### src/rtl/cpu_control_unit_if.sv
// Bundle of the ROM fetch bus and the ALU control/result bus seen by the control unit.
interface cpu_control_unit_if #(
   parameter int OPCODE_WIDTH = 4,
   parameter int ADDR_WIDTH   = 8
);
   logic [OPCODE_WIDTH+7:0] instr;
   logic [ADDR_WIDTH-1:0]   pc;
   logic [7:0]              acc;
   logic                    cy;
   logic [OPCODE_WIDTH-1:0] opcode;
   logic [7:0]              register;
   logic                    alu_ce;
   logic                    cy_ce;
   logic                    halted;

   modport master (
      input  instr, acc, cy,
      output pc, opcode, register, alu_ce, cy_ce, halted
   );

   modport slave (
      output instr, acc, cy,
      input  pc, opcode, register, alu_ce, cy_ce, halted
   );
endinterface

### src/rtl/cpu_control_unit.sv
// Two-cycle fetch/execute sequencer for the 8-bit accumulator ALU: owns pc, IR,
// the carry flag seen by JC and a small register file used by LD/ALU ops and ST.
module cpu_control_unit #(
   parameter int OPCODE_WIDTH  = 4,
   parameter int ADDR_WIDTH    = 8,
   parameter int REG_IDX_WIDTH = 3
) (
   input  logic               clk,
   input  logic               rst_n,
   cpu_control_unit_if.master bus
);
   localparam int NUM_REGS = 2 ** REG_IDX_WIDTH;

   localparam logic [OPCODE_WIDTH-1:0] OP_NOP = OPCODE_WIDTH'(4'h0);
   localparam logic [OPCODE_WIDTH-1:0] OP_LD  = OPCODE_WIDTH'(4'h1);
   localparam logic [OPCODE_WIDTH-1:0] OP_ADD = OPCODE_WIDTH'(4'h2);
   localparam logic [OPCODE_WIDTH-1:0] OP_SUB = OPCODE_WIDTH'(4'h3);
   localparam logic [OPCODE_WIDTH-1:0] OP_AND = OPCODE_WIDTH'(4'h4);
   localparam logic [OPCODE_WIDTH-1:0] OP_OR  = OPCODE_WIDTH'(4'h5);
   localparam logic [OPCODE_WIDTH-1:0] OP_XOR = OPCODE_WIDTH'(4'h6);
   localparam logic [OPCODE_WIDTH-1:0] OP_NOT = OPCODE_WIDTH'(4'h7);
   localparam logic [OPCODE_WIDTH-1:0] OP_ST  = OPCODE_WIDTH'(4'h8);
   localparam logic [OPCODE_WIDTH-1:0] OP_JMP = OPCODE_WIDTH'(4'h9);
   localparam logic [OPCODE_WIDTH-1:0] OP_JC  = OPCODE_WIDTH'(4'hA);
   localparam logic [OPCODE_WIDTH-1:0] OP_LDI = OPCODE_WIDTH'(4'hB);
   localparam logic [OPCODE_WIDTH-1:0] OP_HLT = OPCODE_WIDTH'(4'hF);

   typedef enum logic [1:0] {ST_FETCH, ST_EXEC, ST_HALT} state_t;

   state_t                    state_reg, state_next;
   logic [ADDR_WIDTH-1:0]     pc_reg, pc_next;
   logic [OPCODE_WIDTH+7:0]   ir_reg, ir_next;
   logic                      c_flag_reg, c_flag_next;
   logic                      flag_pending_reg, flag_pending_next;
   logic                      halted_reg, halted_next;
   logic [7:0]                rf_reg [NUM_REGS];
   logic                      rf_we;

   logic [OPCODE_WIDTH-1:0]   ir_op;
   logic [7:0]                ir_opd;
   logic [REG_IDX_WIDTH-1:0]  ir_idx;

   assign ir_op  = ir_reg[OPCODE_WIDTH+7:8];
   assign ir_opd = ir_reg[7:0];
   assign ir_idx = ir_opd[REG_IDX_WIDTH-1:0];

   always_ff @(posedge clk or negedge rst_n) begin
      if (!rst_n) begin
         state_reg        <= ST_FETCH;
         pc_reg           <= '0;
         ir_reg           <= '0;
         c_flag_reg       <= 1'b0;
         flag_pending_reg <= 1'b0;
         halted_reg       <= 1'b0;
         for (int i = 0; i < NUM_REGS; i++) rf_reg[i] <= '0;
      end else begin
         state_reg        <= state_next;
         pc_reg           <= pc_next;
         ir_reg           <= ir_next;
         c_flag_reg       <= c_flag_next;
         flag_pending_reg <= flag_pending_next;
         halted_reg       <= halted_next;
         if (rf_we) rf_reg[ir_idx] <= bus.acc;
      end
   end

   always_comb begin
      state_next        = state_reg;
      pc_next           = pc_reg;
      ir_next           = ir_reg;
      c_flag_next       = c_flag_reg;
      flag_pending_next = flag_pending_reg;
      halted_next       = halted_reg;
      rf_we             = 1'b0;
      case (state_reg)
         ST_FETCH: begin
            ir_next    = bus.instr;
            state_next = ST_EXEC;
            // Carry from the previous ALU op is only valid until the ALU sees NOP.
            if (flag_pending_reg) begin
               c_flag_next       = bus.cy;
               flag_pending_next = 1'b0;
            end
         end
         ST_EXEC: begin
            state_next = ST_FETCH;
            pc_next    = pc_reg + ADDR_WIDTH'(1);
            case (ir_op)
               OP_LD, OP_ADD, OP_SUB, OP_AND, OP_OR, OP_XOR, OP_NOT, OP_LDI:
                  flag_pending_next = 1'b1;
               OP_ST:  rf_we = 1'b1;
               OP_JMP: pc_next = ir_opd[ADDR_WIDTH-1:0];
               OP_JC:  if (c_flag_reg) pc_next = ir_opd[ADDR_WIDTH-1:0];
               OP_HLT: begin
                  pc_next     = pc_reg;
                  halted_next = 1'b1;
                  state_next  = ST_HALT;
               end
               default: ;
            endcase
         end
         ST_HALT: ;
         default: state_next = ST_FETCH;
      endcase
   end

   always_comb begin
      bus.opcode   = OP_NOP;
      bus.register = 8'h00;
      bus.alu_ce   = 1'b0;
      bus.cy_ce    = 1'b0;
      if (state_reg == ST_EXEC) begin
         case (ir_op)
            OP_LD, OP_ADD, OP_SUB, OP_AND, OP_OR, OP_XOR, OP_NOT: begin
               bus.opcode   = ir_op;
               bus.register = rf_reg[ir_idx];
               bus.alu_ce   = 1'b1;
               bus.cy_ce    = 1'b1;
            end
            OP_LDI: begin
               bus.opcode   = OP_LD;
               bus.register = ir_opd;
               bus.alu_ce   = 1'b1;
               bus.cy_ce    = 1'b1;
            end
            default: ;
         endcase
      end
   end

   assign bus.pc     = pc_reg;
   assign bus.halted = halted_reg;
endmodule

### src/flat_wrapper.sv
// flat-port wrapper written by rule: the top's interface ports become plain ports
module cpu_control_unit_flat 
#(
   parameter int OPCODE_WIDTH  = 4,
   parameter int ADDR_WIDTH    = 8,
   parameter int REG_IDX_WIDTH = 3
)
  (clk, rst_n, bus_instr, bus_acc, bus_cy, bus_pc, bus_opcode, bus_register, bus_alu_ce, bus_cy_ce, bus_halted);
  cpu_control_unit_if #(.OPCODE_WIDTH(OPCODE_WIDTH), .ADDR_WIDTH(ADDR_WIDTH)) bus_i ();
  input  logic clk;
  input  logic rst_n;
  input wire logic [$bits(bus_i.instr)-1:0] bus_instr;
  input wire logic [$bits(bus_i.acc)-1:0] bus_acc;
  input wire logic [$bits(bus_i.cy)-1:0] bus_cy;
  output wire logic [$bits(bus_i.pc)-1:0] bus_pc;
  output wire logic [$bits(bus_i.opcode)-1:0] bus_opcode;
  output wire logic [$bits(bus_i.register)-1:0] bus_register;
  output wire logic [$bits(bus_i.alu_ce)-1:0] bus_alu_ce;
  output wire logic [$bits(bus_i.cy_ce)-1:0] bus_cy_ce;
  output wire logic [$bits(bus_i.halted)-1:0] bus_halted;
  assign bus_i.instr = bus_instr;
  assign bus_i.acc = bus_acc;
  assign bus_i.cy = bus_cy;
  assign bus_pc = bus_i.pc;
  assign bus_opcode = bus_i.opcode;
  assign bus_register = bus_i.register;
  assign bus_alu_ce = bus_i.alu_ce;
  assign bus_cy_ce = bus_i.cy_ce;
  assign bus_halted = bus_i.halted;
  cpu_control_unit #(.OPCODE_WIDTH(OPCODE_WIDTH), .ADDR_WIDTH(ADDR_WIDTH), .REG_IDX_WIDTH(REG_IDX_WIDTH)) u_core (.clk(clk), .rst_n(rst_n), .bus(bus_i));
endmodule
### config.mk
export PLATFORM = sky130hd
export DESIGN_NAME = cpu_control_unit_flat
export DESIGN_NICKNAME = d
export VERILOG_FILES = /design/src/rtl/cpu_control_unit_if.sv /design/src/rtl/cpu_control_unit.sv /design/src/flat_wrapper.sv
export SDC_FILE = /design/constraint.sdc
export NUM_CORES = 1
export LEC_CHECK = 0
export BUFFER_PORTS_ARGS = -buffer_cell sky130_fd_sc_hd__buf_2
export CORE_MARGIN = 5
export CORE_UTILIZATION = 40
export DETAILED_ROUTE_END_ITERATION = 7
export SLEW_MARGIN = 20
export SYNTH_ARGS = -nofsm -noshare
export SYNTH_HDL_FRONTEND = slang
export SYNTH_SLANG_ARGS = --single-unit
### constraint.sdc
create_clock -name clk -period 2 [get_ports clk]
set_input_delay 0.1 -clock clk [delete_from_list [all_inputs] [get_ports clk]]
set_output_delay 0.1 -clock clk [all_outputs]
set_load 0.02 [all_outputs]
[Word-level counts from Yosys, hierarchy flattened]
Cells that the tools add are included.
W data, S select, Z words.
Storage, ports and cells
  logic and storage cells: 63
  output and inout port bits: 23
  flip-flop bits (word level): 89
  input bits: 23
Cells by class
  add/sub/neg operators: 1
  equality and inequality tests: 15
  reductions and logical operators: 9
  bitwise operators: 2
  multiplexer cells: 20
  $lt $le $gt $ge: 2
Operator list (count)
  $bwmux W64: 1
  $mux W8: 5
  $bmux W8 S3: 1
  $demux W8 S3: 1
  $pmux W8 S3: 1
  $eq A4 B4 Y1 const B: 5
  $eq A4 B3 Y1 const B: 4
  $pmux W8 S2: 1
  $add A8 B1 Y8 const B: 1
  $eq A4 B2 Y1 const B: 2
  $pmux W4 S2: 1
  $reduce_and A2 Y1: 4
  $reduce_or A8 Y1: 1
  $reduce_or A7 Y1: 1
  $pmux W2 S3: 1
  $mux W1: 5
  $eq A4 B1 Y1 const B: 1
  $ge A4 B4 Y1 const B: 1
  $lt A4 B1 Y1 const B: 1
  $mux W4: 1
  $not A3 Y4: 1
  $eq A2 B1 Y1 const B: 1
  $eq A2 B2 Y1 const B: 1
  $logic_not A2 Y1: 1
  other kinds (6): 6

[Depth between registers and ports, before layout]
Gate-level depths: netlist (run 1).
  depth in word-level cells: 6
  gate-level depth with buffers: 6
  gate-level depth less buffers: 5

[Worst setup path after synthesis (run 1)]
OpenSTA, ideal clock, no wires.
  kind: register to output
  start point: register u_core.ir_reg[2]
  end point: output port bus_register[0]
  arrival time: 1629 ps
  cell stages (with the launch flop): 6
  setup slack: 271 ps
  path buffers: 1
  cells stage by stage: dfrtp_1 buf_4 mux2i_1 a2111oi_1 o211ai_1 a21oi_1
On the way
  word-level cells in the longest chain between the ends: 6
RTL lines
  start: declaration: line cpu_control_unit.sv:32  | logic [OPCODE_WIDTH+7:0] ir_reg, ir_next;
  start signal: assignment: line cpu_control_unit.sv:59  | ir_reg <= ir_next;
  $not A3 Y4 (implied by the code): line cpu_control_unit.sv:116  | bus.register = rf_reg[ir_idx];
  $bmux W8 S3: line cpu_control_unit.sv:116
  $mux W8 (implied by the code) (2 in a row): line cpu_control_unit.sv:116
  $pmux W8 S2: line cpu_control_unit.sv:113  | case (ir_op)
  $mux W8: line cpu_control_unit.sv:112  | if (state_reg == ST_EXEC) begin
  end: declaration: line flat_wrapper.sv:17  | output wire logic [$bits(bus_i.register)-1:0] bus_register;
Every way passes these cells. The select of a mux whose other input is x is not followed.

[Worst setup path after layout (run 1)]
  start point: register u_core.ir_reg[2]
  end point: output port bus_register[7]
The elaborated chain is that of the path after synthesis.

==> results of run 1 <==
Yosys cell counts, types with 7 or more instances:
cell type	number
nand2b_1	10
dfrtp_1	89
nor3_1	8
mux2_2	81
o21ai_0	19
nand2_1	11
buf_2	10
inv_1	7
mux2i_1	15
nor2_1	9
routing by layer:
metal	track usage	part of all wire
met1	0.2565	0.49
met2	0.2743	0.45
met3	0.03737	0.045
met4	0.03991	0.0091
met5	0	0
what timing repair did:
action | 4_1_cts | 5_1_grt
gates resized for setup | 35 | 19
pin swaps | 8 | 6
hold buffers | 14 | 0
cloned | 2 | 0
setup buffers | 7 | 0
hold endpoints to repair | 81 | 0
setup endpoints to repair | 8 | 45
layout make-up:
| class | count | area share |
|---|---|---|
| Clock inverter | 4 | 0.009053 |
| Timing Repair Buffer | 95 | 0.1440 |
| Clock buffer | 12 | 0.02738 |
| Inverter | 8 | 0.005299 |
| Sequential cell | 89 | 0.3937 |
| Tap cell | 140 | 0.03091 |
| Multi-Input combinational cell | 237 | 0.3897 |
path summary, 6_finish.rpt:
kind	endpoint	cells after the start	slack, ps	from
min in group asynchronous	u_core.bus.pc[4]	2	170	rst_n
hold reg to reg	u_core.bus.halted	1	500	u_core.bus.halted
setup reg to reg	u_core.rf_reg[50]	6	-60	u_core.ir_reg[2]
hold / removal	u_core.rf_reg[3]	2	60	bus_acc[3]
setup / recovery	bus_register[7]	6	-110	u_core.ir_reg[2]
max in group asynchronous	u_core.ir_reg[10]	3	1210	rst_n
per-stage QoR:
step	setup TNS, ps	instances
floorplan	0	354
global placement	0	546
detailed placement	0	546
CTS	-576.9	585
global route	-1866	585
finish	-747.3	585
where the power goes:
| part | total [mW] | internal (mW) | switching [mW] | leakage (nW) |
|---|---|---|---|---|
| combinational | 4.70 | 2.41 | 2.30 | 1.34 |
| sequential | 3.11 | 2.55 | 0.566 | 1.10 |
| clock | 1.31 | 0.647 | 0.659 | 0.103 |
| total | 9.12 | 5.60 | 3.52 | 2.55 |
logic make-up (layout without fill, tap and decap cells):
kind of cell	after synthesis	count (layout)	share of synthesized area
other	1	1	0.0008519
buffers and inverters	28	119	0.03098
DFF	89	89	0.5060
and+or+nand+nor	74	74	0.1057
adders and majority gates	1	1	0.002842
muxes	98	98	0.2516
AOI/OAI and AO/OA	63	63	0.1020
==> results.toml, run 1 <==
[run_status]
status = "complete, but fails checks"
violations = "setup timing"

[sta]
holdWs_ps = 60.52
fmax_mhz = 473.0
finalCritPeriodShare = 1.057
finalCriticalPeriod_ps = 2114
drv_slew = 0
rsz0062_at_grt = "true"
final_hold_viol_count = 0
fin_ws_ps = -114.1
skew_ps = 10.00
finalSetupViolCount = 16

[detailed_routing]
drt_iter0_drc = 180
drc = 0
wirelength_mm = 11.18
final_antenna_net_count = 0
routedWlPerCell_um = 19.11
vias = 3149
drt-pass1-iter-count = 4
via_per_inst = 5.383

[floorplan]
die-area_um2 = 13200
die_width_um = 114.9
core_um2 = 10790
pin_count = 46
rows = 38
start_util = 0.4078
die-height_um = 114.9

[synth]
synth.largest_area_cell = "dfrtp_1"
yosys.area.top_type_share = 0.5060
avgSynthCellArea_um2 = 12.43
synth.cell_area_um2 = 4402
seq_area_frac_synth = 0.5060
ys_async_sr_fraction = 1.000
synth_cell_types = 52
synth_nets = 378
synth.ff_latch_count = 89
synth_area_leaders = "dfrtp_1 51%, mux2_2 21%, mux2i_1 3.4%"
yosys_warnings = 0
synth_edf_count = 0
yosys_most_used_dff = "dfrtp_1"
syn_inst = 354

[worst_setup_path]
cp-end-kind = "output pin"
crit_fanout = 10
arrival_ps = 2010
path_cells = "buf_12 > mux2i_1 > a211o_1 > a221oi_2 > a21o_1 > buf_6"
crit_family = "compound AO/OA/AOI/OAI gates"
path_buf_inv = 2
startpoint_type = "flip-flop"
cpPeakStageDelay_ps = 440
critPathSlowestCell = "dfrtp_2"
path_class = "flip-flop to output pin"
cp.required_ps = 1900

[cts]
cts_made_buffers = 9
cts_sinks = 89
root_buffer = "clkbuf_8"
clkTransAtPathRegs_ps = 90
cts_max_path_buffers = 2
cts_max_level = 3
cts_tree = "built"
clk_latency_ps = 370

[placement]
port_buffers = 44
place_congestion = 0.8123
dpl_cell_area_um2 = 4941
dp_hpwl_mm = 7.340
pre_cts_slack_ps = 64.92

[job]
cap_violations = 0

[cells_and_area]
layout_commonest_cell = "dfrtp_1"
final_cell_mix = "86 x dfrtp_1, 77 x mux2_2, 36 x buf_2"
layout-drive-gt1-share = 0.4876
fillers = 972
final_util = 0.5250
multi_input_comb_area_um2 = 2208
register_area_um2 = 2231
syn_to_final_growth_pct = 28.74
final_area_um2 = 5667
n_antenna_cell = 0
largest_reg_flops = 64
layout.nets = 464

[power_and_ir_drop]
power.density_nw_per_um2 = 1610
vdd_drop_max_uv = 744.5
totalPowerFinal_mw = 9.123
power_leakage_nw = 2.545

[grt]
grt.overflow.total = 0
gr-usage-all-layers = 0.1771
grt_max_degree = 47
grt_pass1_vias = 3221
grt_pass1_wl_mm = 17.89
antenna_found_initial = 0

[worst_hold_path]
min_path_type = "input port to flip-flop"
No activity file was read; power rests on OpenSTA's default activity.
==> run 2: changes to the inputs <==
--- a/config.mk
+++ b/config.mk
@@ -6,6 +6,7 @@
 export NUM_CORES = 1
 export LEC_CHECK = 0
 export BUFFER_PORTS_ARGS = -buffer_cell sky130_fd_sc_hd__buf_2
+export CORE_ASPECT_RATIO = 0.9
 export CORE_MARGIN = 5
 export CORE_UTILIZATION = 40
 export DETAILED_ROUTE_END_ITERATION = 7
==> results.toml, run 2 (synthesis results as in run 1) <==
[run_status]
status = "complete, but fails checks"
violations = "setup timing"

[worst_setup_path]
crit_fanout = 4
cp-end-kind = "output pin"
path_class = "flip-flop to output pin"
r2r-end = "u_core.rf_reg[51]"
crit_path_start = "u_core.ir_reg[2]"
r2r_slack_ps = 50
cp.required_ps = 1900
ff2ff_path_depth = 6
critical_path.endpoint = "bus_register[0]"
worstReg2RegStart = "u_core.ir_reg[2]"
arrival_ps = 1980
startpoint_type = "flip-flop"

[placement]
dp_hpwl_mm = 7.328
pre_cts_slack_ps = 115.2
place_congestion = 0.7767
port_buffers = 44
dpl_cell_area_um2 = 4922

[power_and_ir_drop]
totalPowerFinal_mw = 9.718
vdd_drop_max_uv = 790.3
power.density_nw_per_um2 = 1667
power_leakage_nw = 2.604

[detailed_routing]
wirelength_mm = 11.22
via_per_inst = 5.535
final_antenna_net_count = 0
routedWlPerCell_um = 19.17
drt_iter0_drc = 179
drc = 0
vias = 3238
drt-pass1-iter-count = 4

[grt]
grt_pass1_wl_mm = 17.83
grt_max_degree = 42
grt_pass1_vias = 3283
gr-usage-all-layers = 0.1754
antenna_found_initial = 0
grt.overflow.total = 0

[sta]
fmax_mhz = 480.6
tns_ps = -280.5
drv_slew = 0
rsz0062_at_grt = "true"
skew_ps = 10.69
finalSetupViolCount = 6
final_hold_viol_count = 0
fin_ws_ps = -80.63
finalCriticalPeriod_ps = 2081
finalCritPeriodShare = 1.040
holdWs_ps = 13.23

[floorplan]
die-area_um2 = 13210
core_um2 = 10810
die-height_um = 109.5
die_width_um = 120.6
start_util = 0.4072
rows = 36
pin_count = 46

[cells_and_area]
final_cell_mix = "86 x dfrtp_1, 79 x mux2_2, 36 x buf_4"
n_antenna_cell = 0
layout_commonest_cell = "dfrtp_1"
layout-drive-gt1-share = 0.5177
syn_to_final_growth_pct = 32.40
final_area_um2 = 5828
largest_reg_flops = 64
layout.nets = 471

[worst_hold_path]
min_path_type = "input port to flip-flop"

[cts]
cts_made_buffers = 9
clk_latency_ps = 340
cts_max_path_buffers = 2
cts_sinks = 89
clkTransAtPathRegs_ps = 60
cts_tree = "built"
root_buffer = "clkbuf_16"
cts_max_level = 3

[job]
cap_violations = 0
==> run 2: area by class of cell <==
cell class,count,area (um^2)
inverters,8,30.03
clock inverters,6,68.82
flip-flops and latches,89,2231
fillers,927,4982
well taps,133,166.4
repair buffers,102,877.1
clock buffers,10,229.0
multi-input cells,237,2226
==> run 2: timing repair <==
action / 4_1_cts / 5_1_grt
gates cloned: 2 / 2
hold endpoints to repair: 40 / 0
buffers inserted: 10 / 9
pin swaps: 4 / 21
hold buffers: 12 / 0
setup endpoints to repair: 8 / 14
resized for setup: 28 / 38
==> run 2: stage by stage <==
| step | cells | util |
|---|---|---|
| 2_1_floorplan | 354 | - |
| 3_5_place_dp | 536 | 0.4553 |
| 4_1_cts | 576 | 0.5190 |
| 5_1_grt | 585 | 0.5391 |
| 3_3_place_gp | 536 | 0.4553 |
| 6_report | 585 | 0.5391 |
==> run 2: how the worst min path moves through the flow <==
stage	from	endpoint	slack [ps]	cells past startpoint
finish	bus_instr[10]	u_core.ir_reg[10]	10	2
CTS	bus_instr[10]	u_core.ir_reg[10]	7	2
global route	bus_instr[10]	u_core.ir_reg[10]	7	2
floorplan	rst_n	u_core.bus.halted	-200	0
global placement	rst_n	u_core.bus.pc[1]	60	1
detailed placement	rst_n	u_core.bus.pc[0]	60	1
==> run 2: critical path: stages (launching register included) <==
cell and delay, ps:
dfrtp_2 460, buf_6 140, mux2i_2 160, a2111oi_4 380, o211ai_1 140, a21oi_1 190
buf_4 170
==> run 2: power breakdown <==
group | switching, mW | leakage (nW) | internal (mW)
Combinational | 2.36 | 1.37 | 2.53
Clock | 0.716 | 0.131 | 0.971
Sequential | 0.592 | 1.10 | 2.55
==> run 2: metal layers <==
layer / vias to the layer above / part of all wire / global-route usage / wire (um)
met1: 1668 / 0.48 / 0.2428 / 5345
li1: 1496 / - / - / -
met2: 58 / 0.47 / 0.2764 / 5245
met5: - / 0 / 0 / 0
met4: 0 / 0.019 / 0.05906 / 218
met3: 16 / 0.036 / 0.03704 / 407
